--- src/rtl/snake_pkg.sv ---
// snake_pkg: cell encodings, grid defaults, read-tag encoding and arbiter states shared by the VRAM blocks.
// rev 1.0
`default_nettype none

package snake_pkg;

  localparam logic [1:0] CELL_NONE  = 2'd0;
  localparam logic [1:0] CELL_BODY  = 2'd1;
  localparam logic [1:0] CELL_BRICK = 2'd2;
  localparam logic [1:0] CELL_APPLE = 2'd3;

  localparam logic [1:0] DIR_RIGHT = 2'd0;
  localparam logic [1:0] DIR_LEFT  = 2'd1;
  localparam logic [1:0] DIR_UP    = 2'd2;
  localparam logic [1:0] DIR_DOWN  = 2'd3;

  localparam int ROW_DEF = 25;
  localparam int COL_DEF = 15;

  localparam logic TAG_RENDER = 1'b0;
  localparam logic TAG_GAME   = 1'b1;

  typedef enum logic {
    ST_IDLE  = 1'b0,
    ST_CLEAR = 1'b1
  } arb_state_t;

  // A VRAM cell is {dir, type}.
  function automatic logic [3:0] make_cell(input logic [1:0] dir, input logic [1:0] kind);
    return {dir, kind};
  endfunction

endpackage

`default_nettype wire

--- src/rtl/vram_rd_tagpipe.sv ---
// vram_rd_tagpipe: DEPTH-deep valid+tag shift register tracking reads in flight through the VRAM.
// rev 1.0
`default_nettype none

module vram_rd_tagpipe #(
  parameter int DEPTH = 5,
  parameter int WIDTH = 1
) (
  input  logic             clk,
  input  logic             rst,
  input  logic             in_valid,
  input  logic [WIDTH-1:0] in_tag,
  output logic             out_valid,
  output logic [WIDTH-1:0] out_tag
);

  logic [DEPTH-1:0] vld;
  logic [WIDTH-1:0] tag [DEPTH];

  always_ff @(posedge clk or negedge rst) begin
    if (!rst) begin
      vld <= '0;
      for (int i = 0; i < DEPTH; i++) tag[i] <= '0;
    end else begin
      vld[0] <= in_valid;
      tag[0] <= in_tag;
      for (int i = 1; i < DEPTH; i++) begin
        vld[i] <= vld[i-1];
        tag[i] <= tag[i-1];
      end
    end
  end

  assign out_valid = vld[DEPTH-1];
  assign out_tag   = tag[DEPTH-1];

endmodule

`default_nettype wire

--- src/rtl/vram_arbiter.sv ---
// vram_arbiter: shares the cell VRAM between render reads, game read/write and a bulk-clear fill.
// rev 1.0 -- optional address bound check with sticky addr_err when VRAM_BOUND_CHK_EN is defined.
`default_nettype none

module vram_arbiter
  import snake_pkg::*;
#(
  parameter int         ROW        = ROW_DEF,
  parameter int         COL        = COL_DEF,
  parameter int         AW         = 9,
  parameter int         RD_LAT     = 5,
  parameter logic [3:0] STARVE_MAX = 4'd8,
  parameter logic [3:0] CLR_DATA   = {DIR_RIGHT, CELL_NONE}
) (
  input  logic          clk,
  input  logic          rst,
  input  logic          r_req,
  input  logic [AW-1:0] r_addr,
  output logic [3:0]    r_rdata,
  output logic          r_rvalid,
  output logic          r_miss,
  input  logic          g_req,
  input  logic          g_we,
  input  logic [AW-1:0] g_addr,
  input  logic [3:0]    g_wdata,
  output logic          g_gnt,
  output logic [3:0]    g_rdata,
  output logic          g_rvalid,
  input  logic          clr_start,
  output logic          clr_busy,
  output logic          clr_done,
  output logic [AW-1:0] raddr,
  output logic [AW-1:0] waddr,
  output logic [3:0]    di,
  output logic          we,
  input  logic [3:0]    vdo
`ifdef VRAM_BOUND_CHK_EN
  ,
  output logic          addr_err
`endif
);

  localparam int            NCELL    = ROW * COL;
  localparam int            CW       = AW + 1;
  localparam logic [CW-1:0] CELL_END = CW'(NCELL);

  arb_state_t    state, state_nxt;
  logic [CW-1:0] clr_cnt, clr_cnt_nxt;
  logic [3:0]    starve_cnt, starve_nxt;
  logic          done_nxt;
  logic          we_nxt;
  logic [AW-1:0] waddr_nxt;
  logic [3:0]    di_nxt;
  logic [AW-1:0] raddr_nxt;
  logic          rd_acc;
  logic          rd_tag;
  logic          rd_blank;
  logic          r_ok;
  logic          g_ok;
  logic          game_open;
  logic          g_rd_pend;
  logic          r_want;
  logic          forced;
  logic          pipe_vld;
  logic [1:0]    pipe_out;

`ifdef VRAM_BOUND_CHK_EN
  assign r_ok = ({1'b0, r_addr} < CELL_END);
  assign g_ok = ({1'b0, g_addr} < CELL_END);
`else
  assign r_ok = 1'b1;
  assign g_ok = 1'b1;
`endif

  // The clear owns the write port, so a clr_start cycle grants the game nothing.
  assign game_open = (state == ST_IDLE) && !clr_start;
  assign g_rd_pend = game_open && g_req && !g_we;
  assign r_want    = r_req && r_ok;
  assign forced    = g_rd_pend && (starve_cnt >= STARVE_MAX);
  assign clr_busy  = (state == ST_CLEAR);

  always_comb begin
    state_nxt   = state;
    clr_cnt_nxt = clr_cnt;
    done_nxt    = 1'b0;
    we_nxt      = 1'b0;
    waddr_nxt   = waddr;
    di_nxt      = di;
    starve_nxt  = starve_cnt;
    raddr_nxt   = raddr;
    rd_acc      = 1'b0;
    rd_tag      = TAG_RENDER;
    rd_blank    = 1'b0;
    g_gnt       = 1'b0;
    r_miss      = r_req && !r_ok;

    case (state)
      ST_IDLE: begin
        if (clr_start) begin
          state_nxt   = ST_CLEAR;
          clr_cnt_nxt = CW'(1);
          we_nxt      = 1'b1;
          waddr_nxt   = '0;
          di_nxt      = CLR_DATA;
        end else if (g_req && g_we) begin
          g_gnt = 1'b1;
          if (g_ok) begin
            we_nxt    = 1'b1;
            waddr_nxt = g_addr;
            di_nxt    = g_wdata;
          end
        end
      end
      ST_CLEAR: begin
        // clr_cnt is the next address to issue; reaching CELL_END means the fill is on the port.
        if (clr_cnt == CELL_END) begin
          state_nxt = ST_IDLE;
          done_nxt  = 1'b1;
        end else begin
          we_nxt      = 1'b1;
          waddr_nxt   = clr_cnt[AW-1:0];
          di_nxt      = CLR_DATA;
          clr_cnt_nxt = clr_cnt + CW'(1);
        end
      end
      default: state_nxt = ST_IDLE;
    endcase

    if (forced) begin
      g_gnt      = 1'b1;
      rd_acc     = 1'b1;
      rd_tag     = TAG_GAME;
      starve_nxt = '0;
      if (r_req) r_miss = 1'b1;
    end else if (r_want) begin
      rd_acc = 1'b1;
      rd_tag = TAG_RENDER;
      if (g_rd_pend && starve_cnt < STARVE_MAX) starve_nxt = starve_cnt + 4'd1;
    end else if (g_rd_pend) begin
      g_gnt      = 1'b1;
      rd_acc     = 1'b1;
      rd_tag     = TAG_GAME;
      starve_nxt = '0;
    end

    if (rd_acc) begin
      if (rd_tag == TAG_RENDER) begin
        raddr_nxt = r_addr;
      end else if (g_ok) begin
        raddr_nxt = g_addr;
      end else begin
        rd_blank = 1'b1;
      end
    end
  end

  vram_rd_tagpipe #(
    .DEPTH (RD_LAT),
    .WIDTH (2)
  ) u_tagpipe (
    .clk       (clk),
    .rst       (rst),
    .in_valid  (rd_acc),
    .in_tag    ({rd_blank, rd_tag}),
    .out_valid (pipe_vld),
    .out_tag   (pipe_out)
  );

  always_ff @(posedge clk or negedge rst) begin
    if (!rst) begin
      state      <= ST_IDLE;
      clr_cnt    <= '0;
      starve_cnt <= '0;
      clr_done   <= 1'b0;
      we         <= 1'b0;
      waddr      <= '0;
      di         <= '0;
      raddr      <= '0;
      r_rvalid   <= 1'b0;
      r_rdata    <= '0;
      g_rvalid   <= 1'b0;
      g_rdata    <= '0;
    end else begin
      state      <= state_nxt;
      clr_cnt    <= clr_cnt_nxt;
      starve_cnt <= starve_nxt;
      clr_done   <= done_nxt;
      we         <= we_nxt;
      waddr      <= waddr_nxt;
      di         <= di_nxt;
      raddr      <= raddr_nxt;
      r_rvalid   <= pipe_vld && (pipe_out[0] == TAG_RENDER);
      g_rvalid   <= pipe_vld && (pipe_out[0] == TAG_GAME);
      if (pipe_vld) begin
        if (pipe_out[0] == TAG_RENDER) r_rdata <= pipe_out[1] ? 4'h0 : vdo;
        else                           g_rdata <= pipe_out[1] ? 4'h0 : vdo;
      end
    end
  end

`ifdef VRAM_BOUND_CHK_EN
  always_ff @(posedge clk or negedge rst) begin
    if (!rst) begin
      addr_err <= 1'b0;
    end else if ((r_req && !r_ok) || (g_gnt && !g_ok)) begin
      addr_err <= 1'b1;
    end
  end
`endif

endmodule

`default_nettype wire

--- config.mk ---
export PLATFORM = sky130hd
export DESIGN_NAME = vram_arbiter
export DESIGN_NICKNAME = d
export VERILOG_FILES = /design/src/rtl/snake_pkg.sv /design/src/rtl/vram_rd_tagpipe.sv /design/src/rtl/vram_arbiter.sv
export SDC_FILE = /design/constraint.sdc
export NUM_CORES = 1
export LEC_CHECK = 0
export BUFFER_PORTS_ARGS = -buffer_cell sky130_fd_sc_hd__buf_2
export CAP_MARGIN = 5
export CORE_MARGIN = 1.5
export CORE_UTILIZATION = 47
export CTS_CLUSTER_SIZE = 30
export DETAILED_ROUTE_END_ITERATION = 8
export GPL_TIMING_DRIVEN = 0
export PLACE_DENSITY_LB_ADDON = 0.1
export SYNTH_ARGS = -nofsm -noshare
export SYNTH_HDL_FRONTEND = slang
export SYNTH_HIERARCHICAL = 1
export SYNTH_SLANG_ARGS = --single-unit
--- constraint.sdc ---
create_clock -name clk -period 1.5 [get_ports clk]
set_input_delay 0.075 -clock clk [delete_from_list [all_inputs] [get_ports clk]]
set_output_delay 0.075 -clock clk [all_outputs]
set_load 0.05 [all_outputs]
==> metrics.txt, run 1 <==
# rows 27; Final Instance Area 3900 sq um; largest net degree at the start of global routing 65; worst-margin pin slew 0.803 ns; critical path type reg -> reg; final WL 6870 um; root buffer cell clkbuf_8; status finished, violations left; register area share after synthesis 0.589; via count 2,280; vias in the first global route 2,137; # DRC 0; CTS Buffer Depth 2; synthesis-to-finish area growth 43.3%; Mapped Area 2720 sq um; Horiz. Die Dim 79.1 um; final hold vios 0; r2r setup slk -0.21 ns; failing checks setup timing; worst hold slack 0.0104 ns; syn_nets 285; Worst path slowest cell dfrtp_2; GPL Wtd Cong 0.753; clk sink count 64; Peak Freq 586 MHz; area share of the largest cell type after synthesis 0.589; CTS clk-pin slew, worst paths 0.07 ns; number of flops mapped to enable cells by yosys 0; max-cap violations 0; total power 0.00491 W; post-layout min period 1.71 ns; Final WS setup -0.207 ns; DR WL/cell 15.9 um; Max Clock Skew 0.00540 ns; critical path launch point type flip-flop; Area after DPL 3210 sq um; WP data arrival 1.97 ns; DR iter-0 viols 89; initial antenna violation count 0; DR vias/cell 5.28; num ports 69; ranking of synthesized cells by area dfrtp_1 (59%), nor2_1 (3.9%), nand2_1 (3.3%), o21ai_0 (2.8%), a211oi_1 (2.2%); final setup vio count 23; ANT cells 0; Mapped Cells 250; H-tree levels 3; YS warnings 6; largest area contributor in the netlist dfrtp_1; #FFs+latches synth 64; first-pass iteration count of the detailed router 4; global-route wire length before repair 10,700 um; Final Cycle Share 1.14; Syn Area/Cell 10.9 sq um; # nets final 390; Tot GR Track Use 0.233; core region area 5540 sq um; Max Slew Vio Count 0; crit-path cells or3b_4, nor4_4, nand2b_4, inv_6, buf_12, a21oi_2; dpl hpwl 4230 um; CTS tree yes; Top FF cell, synth dfrtp_1; IO buf count 68; layout cells sized above 1 0.483; Post-synth top cells dfrtp_1 (64), nor2_1 (28), nand2_1 (24), o21ai_0 (15), a21oi_1 (11); RSZ-0062 raised after global routing yes; Pleak 1.90 nW; slowest stage delay, CP 0.40 ns; CP required 1.76 ns; fin cells 432; fin util 0.703; clock latency on the worst-skew pair 0.34 ns; Slew Limit Headroom 0.464; DRT antenna net count 0; PwrDens 1260 nW/um^2; count leader, synth dfrtp_1; full die area 6250 sq um; initial core utilization 0.491; HP Class in -> reg; Placed Cells 390; Die Y 79.1 um; CP max FO 11; GRT overflow 0; CTS Buf Count 9; critical path capture point type flip-flop; count of different cell masters after synthesis 48; worst vdd rail ir drop 713 uV; Post-synth ARST share 1.00
## where the power goes
part | internal, W | switching [W] | total, W
Combinational | 0.000470 | 0.000943 | 0.00141
Clock | 0.000690 | 0.000663 | 0.00135
Sequential | 0.00196 | 0.000186 | 0.00214
## cells by family after synthesis
logic type | Yosys count | synth area share
other | 1 | 0.00138
adders and majority gates | 3 | 0.0138
muxes | 2 | 0.00782
and+or+nand+nor | 91 | 0.174
DFF | 64 | 0.589
xor gates and xnor gates | 3 | 0.00967
AOI/OAI and AO/OA | 61 | 0.152
buffers and inverters | 25 | 0.0520
## worst max-delay path, delay by kind of cell, from the launching register on
kind | cells | cell delay (ns)
flops | 1 | 0.40
buf+inv | 2 | 0.19
compound gates | 1 | 0.12
simple gates | 3 | 0.91
## flip-flops by register name, summed over array words and instances, names as in the netlist
name,cells
r_rdata,4
we,1
clr_busy,1
waddr,9
g_rvalid,1
g_rdata,4
clr_cnt,10
di,4
clr_done,1
starve_cnt,4
u_tagpipe/out_tag,2
u_tagpipe/tag,8
u_tagpipe/vld,5
r_rvalid,1
raddr,9
## cell usage in the layout, fill, tap and decap left out, types with 3 or more instances in the layout
cell / instances
clkbuf_1: 4
a21oi_1: 3
a22oi_1: 8
buf_2: 66
nand2b_1: 5
nor2_2: 13
a21oi_2: 8
nor2_4: 3
o21ai_1: 5
o21ai_0: 12
dlygate4sd3_1: 6
buf_4: 19
inv_1: 10
nand3_1: 5
nor3_1: 8
buf_6: 9
nor2_1: 12
a22o_4: 4
a211oi_2: 7
clkbuf_8: 11
nand2_1: 22
nand2b_4: 3
dfrtp_1: 62
## through the flow
| stage | setup TNS [ns] | setup slack [ns] |
|---|---|---|
| 6_report | -3.60 | -0.207 |
| 5_1_grt | -5.49 | -0.291 |
| 4_1_cts | -2.71 | -0.215 |
| 3_5_place_dp | -4.75 | -0.289 |
| 3_3_place_gp | -4.32 | -0.266 |
| 2_1_floorplan | -1.47 | -0.111 |
## repair_timing
item                                    CTS  global route
buffers inserted                         15             5
endpoints found under the hold margin    69             0
resized for setup                        40            29
pin swaps                                14            11
hold buffers                              6             0
endpoints found under the setup margin   34            34
gates cloned                              1             1
## layout make-up
cell class	count	area (sq um)
inverters	11	46.3
clock buffers	12	155
plain buffers	13	109
clock inverters	4	28.8
fillers	415	1640
multi-input cells	161	1250
well taps	72	90.1
repair buffers	95	617
flip-flops and latches	64	1600
## worst paths after layout
path                                     to              from  cells after the start
setup / recovery                   waddr[0]        clr_cnt[7]                      6
hold / removal                   g_rdata[3]            vdo[3]                      3
setup reg to reg                   waddr[0]        clr_cnt[7]                      6
hold reg to reg            u_tagpipe/vld[2]  u_tagpipe/vld[1]                      0
max in group asynchronous          clr_busy               rst                      2
min in group asynchronous        g_rdata[2]               rst                      2
## routing by layer
metal  wire [um]  track usage  up-vias  part of all wire
met5           0            0        -                 0
met2        3280        0.358       84              0.48
li1            -            -     1077                 -
met1        3100        0.320     1111              0.45
met3         426       0.0494        8             0.062
met4          70       0.0982        0             0.010
(Power assumes the default switching activity.)
==> run 2: changes to the inputs <==
Settings changed: CORE_MARGIN 1.5 to 4.
==> metrics.txt, run 2 (synthesized netlist as in run 1, its figures left out) <==
num ports 69 (unchanged); worst vdd rail ir drop 898 uV (+26%); HP Class in -> reg; largest net degree at the start of global routing 65 (unchanged); global-route wire length before repair 10,600 um (-1.2%); post-layout min period 1.75 ns (+0.0389 ns); Die Y 84.1 um (+6.3%); fin cells 435 (+0.69%); WP data arrival 2.01 ns (+0.04 ns); full die area 7070 sq um (+13%); DRT antenna net count 0 (unchanged); # rows 27 (unchanged); clk sink count 64 (unchanged); dpl hpwl 4330 um (+2.3%); fin util 0.681 (-0.0227); WP depth 6 (unchanged); DR iter-0 viols 123 (+38%); worst r2r path cells 6 (unchanged); Tot GR Track Use 0.194 (-0.0391); Top reg by flops clr_cnt; CP bufs+invs 2 (unchanged); critical path launch point type flip-flop; core region area 5570 sq um (+0.61%); ANT cells 0 (unchanged); initial antenna violation count 0 (unchanged); vias in the first global route 2,139 (+0.094%); CP required 1.76 ns (about the same); critical path endpoint waddr[0]; root buffer cell clkbuf_8; Max Slew Vio Count 0 (unchanged); Max Clock Skew 0.00831 ns (+0.00291 ns); PwrDens 1270 nW/um^2 (+0.77%); DR WL/cell 15.4 um (-3.2%); crit-path cells or3b_4, nor4_4, nand2b_4, inv_6, clkbuf_16, a21oi_2; CTS Buffer Depth 2 (unchanged); most common cell after layout, fill and taps aside buf_2; DR vias/cell 5.13 (-2.8%); slowest stage delay, CP 0.42 ns (+0.02 ns); Peak Freq 573 MHz (-2.2%); critical path type reg -> reg; CP startpoint clr_cnt[9]; Largest register FFs 10 (unchanged); # nets final 393 (+0.77%); FILL cells 424 (+2.2%); # DRC 0 (unchanged); r2r setup slk -0.25 ns (-0.04 ns); Final Cycle Share 1.16 (+0.0259); CP max FO 11 (unchanged); max-cap violations 0 (unchanged); most frequent cells in the layout buf_2 (66), dfrtp_1 (61), nor2_1 (25), buf_4 (23), nand2_1 (22); status finished, violations left; GRT overflow 0 (unchanged); RSZ-0062 raised after global routing yes; worst-margin pin slew 0.783 ns (-0.0205 ns); IO buf count 68 (unchanged); final WL 6700 um (-2.5%); via count 2,232 (-2.1%); Pleak 1.88 nW (-1.2%); Slew Limit Headroom 0.478 (+0.0137); clock latency on the worst-skew pair 0.33 ns (about the same); CP top delay family simple AND/OR/NAND/NOR gates; setup_tns -4.11 ns (-0.509 ns); Horiz. Die Dim 84.1 um (+6.3%); Reg2Reg Capture Point waddr[0]; Final WS setup -0.245 ns (-0.0389 ns); CTS Buf Count 9 (unchanged); final hold vios 0 (unchanged); layout cells sized above 1 0.427 (-0.0563); critical path capture point type flip-flop; CTS clk-pin slew, worst paths 0.07 ns (about the same); H-tree levels 3 (unchanged); initial core utilization 0.488 (-0.00297); worst reg2reg startpoint clr_cnt[9]; Placed Cells 390 (unchanged); CTS tree yes; biggest regs clr_cnt x10, raddr x9, waddr x9; GPL Wtd Cong 0.814 (+8.2%); final setup vio count 22 (-4.3%); synthesis-to-finish area growth 39.5%; failing checks setup timing; Worst path slowest cell or3b_4; first-pass iteration count of the detailed router 4 (unchanged)
[run 2: changes by cell type in the layout (fill, tap and decap cells not counted), moves of 2 or more]
cell / delta
a22o_2: +4
clkbuf_1: +3
a211oi_1: +6
nor2_1: +13
buf_6: -3
nor2_4: -2
buf_4: +4
nor2_2: -11
a211oi_2: -6
a22o_4: -4
[run 2: worst min-delay path by stage]
stage	start	to	slack [ns]	cells after the start
after floorplan	rst	clr_busy	-0.22	0
after global placement	g_wdata[3]	di[3]	0.30	2
after detailed placement	rst	g_rdata[1]	0.21	1
after CTS	r_addr[8]	raddr[8]	0.004	3
after global routing	g_addr[4]	waddr[4]	0.02	3
final	vdo[0]	g_rdata[0]	0.01	3
[run 2: per-layer routing]
layer / up-vias / global-route usage / share of wire
li1: 1083 / - / -
met1: 1064 / 0.285 / 0.48
met2: 75 / 0.274 / 0.44
met3: 10 / 0.0464 / 0.058
met4: 0 / 0.0804 / 0.017
met5: - / 0 / 0
[run 2: final cells by class]
class	count	area [sq um]	area share
multi-input combinational	161	1120	0.297
tap	72	90.1	0.0237
inverter	11	46.3	0.0122
clock inverter	3	17.5	0.00462
timing repair buffer	98	653	0.172
sequential	64	1610	0.423
clock buffer	13	149	0.0392
buffer	13	108	0.0284
[run 2: worst reg2reg max path: cells and delay by family, from the launching register on]
family                 cells  cell delay, ns
AOI/OAI and AO/OA          1            0.11
buffers and inverters      2            0.21
DFF                        1            0.39
and+or+nand+nor            3            0.96
[run 2: timing repair]
action,in CTS,in global routing
endpoints found under the setup margin,33,35
hold buffers,6,0
cloned,0,2
gates resized for setup,19,20
pin swaps,4,5
hold endpoints to repair,69,0
buffers inserted,13,9
[run 2: power breakdown]
part / internal [W] / total, W / switching (W)
combinational: 0.000463 / 0.00139 / 0.000926
sequential: 0.00196 / 0.00215 / 0.000190
clock: 0.000641 / 0.00128 / 0.000639
total: 0.00306 / 0.00482 / 0.00175
[run 2: stage by stage]
| step | instance area, sq um | worst slack, ns | total power (W) | hold WS [ns] |
|---|---|---|---|---|
| after floorplan | 2770 | -0.111 | 0.00302 | -0.221 |
| after global placement | 3200 | -0.293 | 0.00336 | 0.300 |
| after detailed placement | 3210 | -0.331 | 0.00338 | 0.207 |
| after CTS | 3600 | -0.202 | 0.00477 | 0.00421 |
| after global routing | 3790 | -0.353 | 0.00505 | 0.0156 |
| final | 3790 | -0.245 | 0.00482 | 0.0147 |
==> run 3: changes to the inputs <==
--- a/config.mk
+++ b/config.mk
@@ -7,2 +7,3 @@
 export LEC_CHECK = 0
+export ABC_CLOCK_PERIOD_IN_PS = 1500
 export BUFFER_PORTS_ARGS = -buffer_cell sky130_fd_sc_hd__buf_2
==> constraint.sdc (replaced) <==
create_clock -name clk -period 1.5 [get_ports clk]
set_input_delay 0.225 -clock clk [delete_from_list [all_inputs] [get_ports clk]]
set_output_delay 0.225 -clock clk [all_outputs]
set_load 0.05 [all_outputs]
==> metrics.txt, run 3 (synthesized netlist as in run 1, its figures left out) <==
dpl ws -0.317 ns (+0.0140 ns); synthesis-to-finish area growth 41.3%; CP required 1.27 ns (-0.49 ns); CP max FO 3 (-8); most frequent cells in the layout buf_2 (66), dfrtp_1 (62), nand2_1 (22), buf_4 (20), nor2_1 (18); via count 2,225 (-0.31%); CTS tree yes; most common cell after layout, fill and taps aside buf_2; root buffer cell clkbuf_8; Final Instance Area 3840 sq um (+1.3%); worst hold slack -0.0230 ns (-0.0377 ns); DR WL/cell 16.1 um (+4.4%); PwrDens 1270 nW/um^2 (about the same); worst vdd rail ir drop 809 uV (-9.9%); multi-input logic area 1200 sq um (+6.3%); Area after DPL 3230 sq um (+0.66%); critical path capture point type output pin; final hold vios 60 (+60); Horiz. Die Dim 84.1 um (unchanged); crit-path cells buf_4, buf_6, nor2_4, buf_6, o211a_4, buf_8; Max Clock Skew 0.00770 ns (-0.000615 ns); # DRC 0 (unchanged); dpl hpwl 4440 um (+2.4%); vias in the first global route 2,167 (+1.3%); max-cap violations 0 (unchanged); Pleak 1.87 nW (-0.32%); CTS clk-pin slew, worst paths 0.07 ns (about the same); slowest stage delay, CP 0.44 ns (+0.02 ns); Slew Limit Headroom 0.468 (-0.0104); CP top delay family buffers and inverters; GPL Wtd Cong 0.792 (-2.8%); Worst path slowest cell dfrtp_2; global-route wire length before repair 11,200 um (+5.7%); clock latency on the worst-skew pair 0.34 ns (about the same); Peak Freq 553 MHz (-3.5%); IO buf count 68 (unchanged); initial antenna violation count 0 (unchanged); ANT cells 0 (unchanged); layout cells sized above 1 0.453 (+0.0255); setup_tns -4.36 ns (-0.253 ns); Tot GR Track Use 0.205 (+0.0114); final setup vio count 24 (+9.1%); worst-margin pin slew 0.799 ns (+0.0156 ns); largest net degree at the start of global routing 65 (unchanged); biggest regs clr_cnt x10, raddr x9, waddr x9; CP bufs+invs 4 (+2); FILL cells 449 (+5.9%); post-layout min period 1.81 ns (+0.0634 ns); WP data arrival 1.58 ns (-0.43 ns); initial core utilization 0.488 (unchanged); critical path type reg -> out; DR iter-0 viols 116 (-5.7%); Top reg by flops clr_cnt; num ports 69 (unchanged); failing checks hold timing, setup timing; DRT antenna net count 0 (unchanged); CTS Buf Count 9 (unchanged); clk sink count 64 (unchanged); RSZ-0062 raised after global routing yes; Hold Buf Count CTS 0 (-6); Largest register FFs 10 (unchanged); HP Class in -> async; DR vias/cell 5.17 (+0.85%); Final Cycle Share 1.21 (+0.0423); # nets final 389 (-1.0%); Max Slew Vio Count 0 (unchanged); status finished, violations left; GRT overflow 0 (unchanged); total power 0.00488 W (+1.3%); Final WS setup -0.309 ns (-0.0634 ns); crit-path most repeated cell buf_6; Die Y 84.1 um (unchanged); final WL 6920 um (+3.2%); CTS Buffer Depth 2 (unchanged); critical path launch point type flip-flop; first-pass iteration count of the detailed router 4 (unchanged); FF+latch area 1600 sq um (about the same); # rows 27 (unchanged); core region area 5570 sq um (unchanged); full die area 7070 sq um (unchanged); H-tree levels 3 (unchanged)
## run 3: cell types whose count changed in the layout (fill, tap and decap cells not counted), sizes merged
cell         delta
dlygate4sd3     -6
buf             +4
clkbuf          -3
## run 3: power breakdown
group | internal, W | switching [W]
sequential | 0.00196 | 0.000225
combinational | 0.000454 | 0.000932
clock | 0.000675 | 0.000634
total | 0.00309 | 0.00179
## run 3: routing by layer
metal | track usage | up-vias | wire [um]
met4 | 0.0833 | 0 | 72
met3 | 0.0464 | 8 | 323
met1 | 0.295 | 1082 | 3250
met2 | 0.299 | 60 | 3270
li1 | - | 1075 | -
met5 | 0 | - | 0
## run 3: repair_timing
action,in CTS,in global routing
gates cloned,1,0
endpoints found under the setup margin,31,33
gates resized for setup,35,23
buffers inserted,18,9
pin swaps,6,6
## run 3: cell type report
| class | instances | area share |
|---|---|---|
| Timing Repair Buffer | 94 | 0.163 |
| Multi-Input combinational cell | 161 | 0.311 |
| Buffer | 13 | 0.0267 |
| Clock inverter | 3 | 0.00456 |
| Sequential cell | 64 | 0.417 |
| Clock buffer | 12 | 0.0404 |
| Inverter | 11 | 0.0127 |
| Tap cell | 72 | 0.0234 |
## run 3: per-stage QoR
step | instances | utilization
after detailed placement | 390 | 0.579
after global placement | 390 | 0.579
final | 430 | 0.689
after floorplan | 250 | -
after CTS | 423 | 0.662
after global routing | 430 | 0.689
## run 3: worst paths after layout
path | to | cells after the start | slack, ns | start
setup / recovery | g_gnt | 6 | -0.31 | clr_busy
setup reg to reg | waddr[1] | 7 | -0.25 | clr_cnt[7]
min in group clk | di[0] | 2 | 0.10 | g_wdata[0]
max in group asynchronous | clr_busy | 1 | 0.96 | rst
hold reg to reg | u_tagpipe/out_tag[0] | 0 | 0.35 | u_tagpipe/tag[2]
hold / removal | g_rdata[3] | 1 | -0.02 | rst
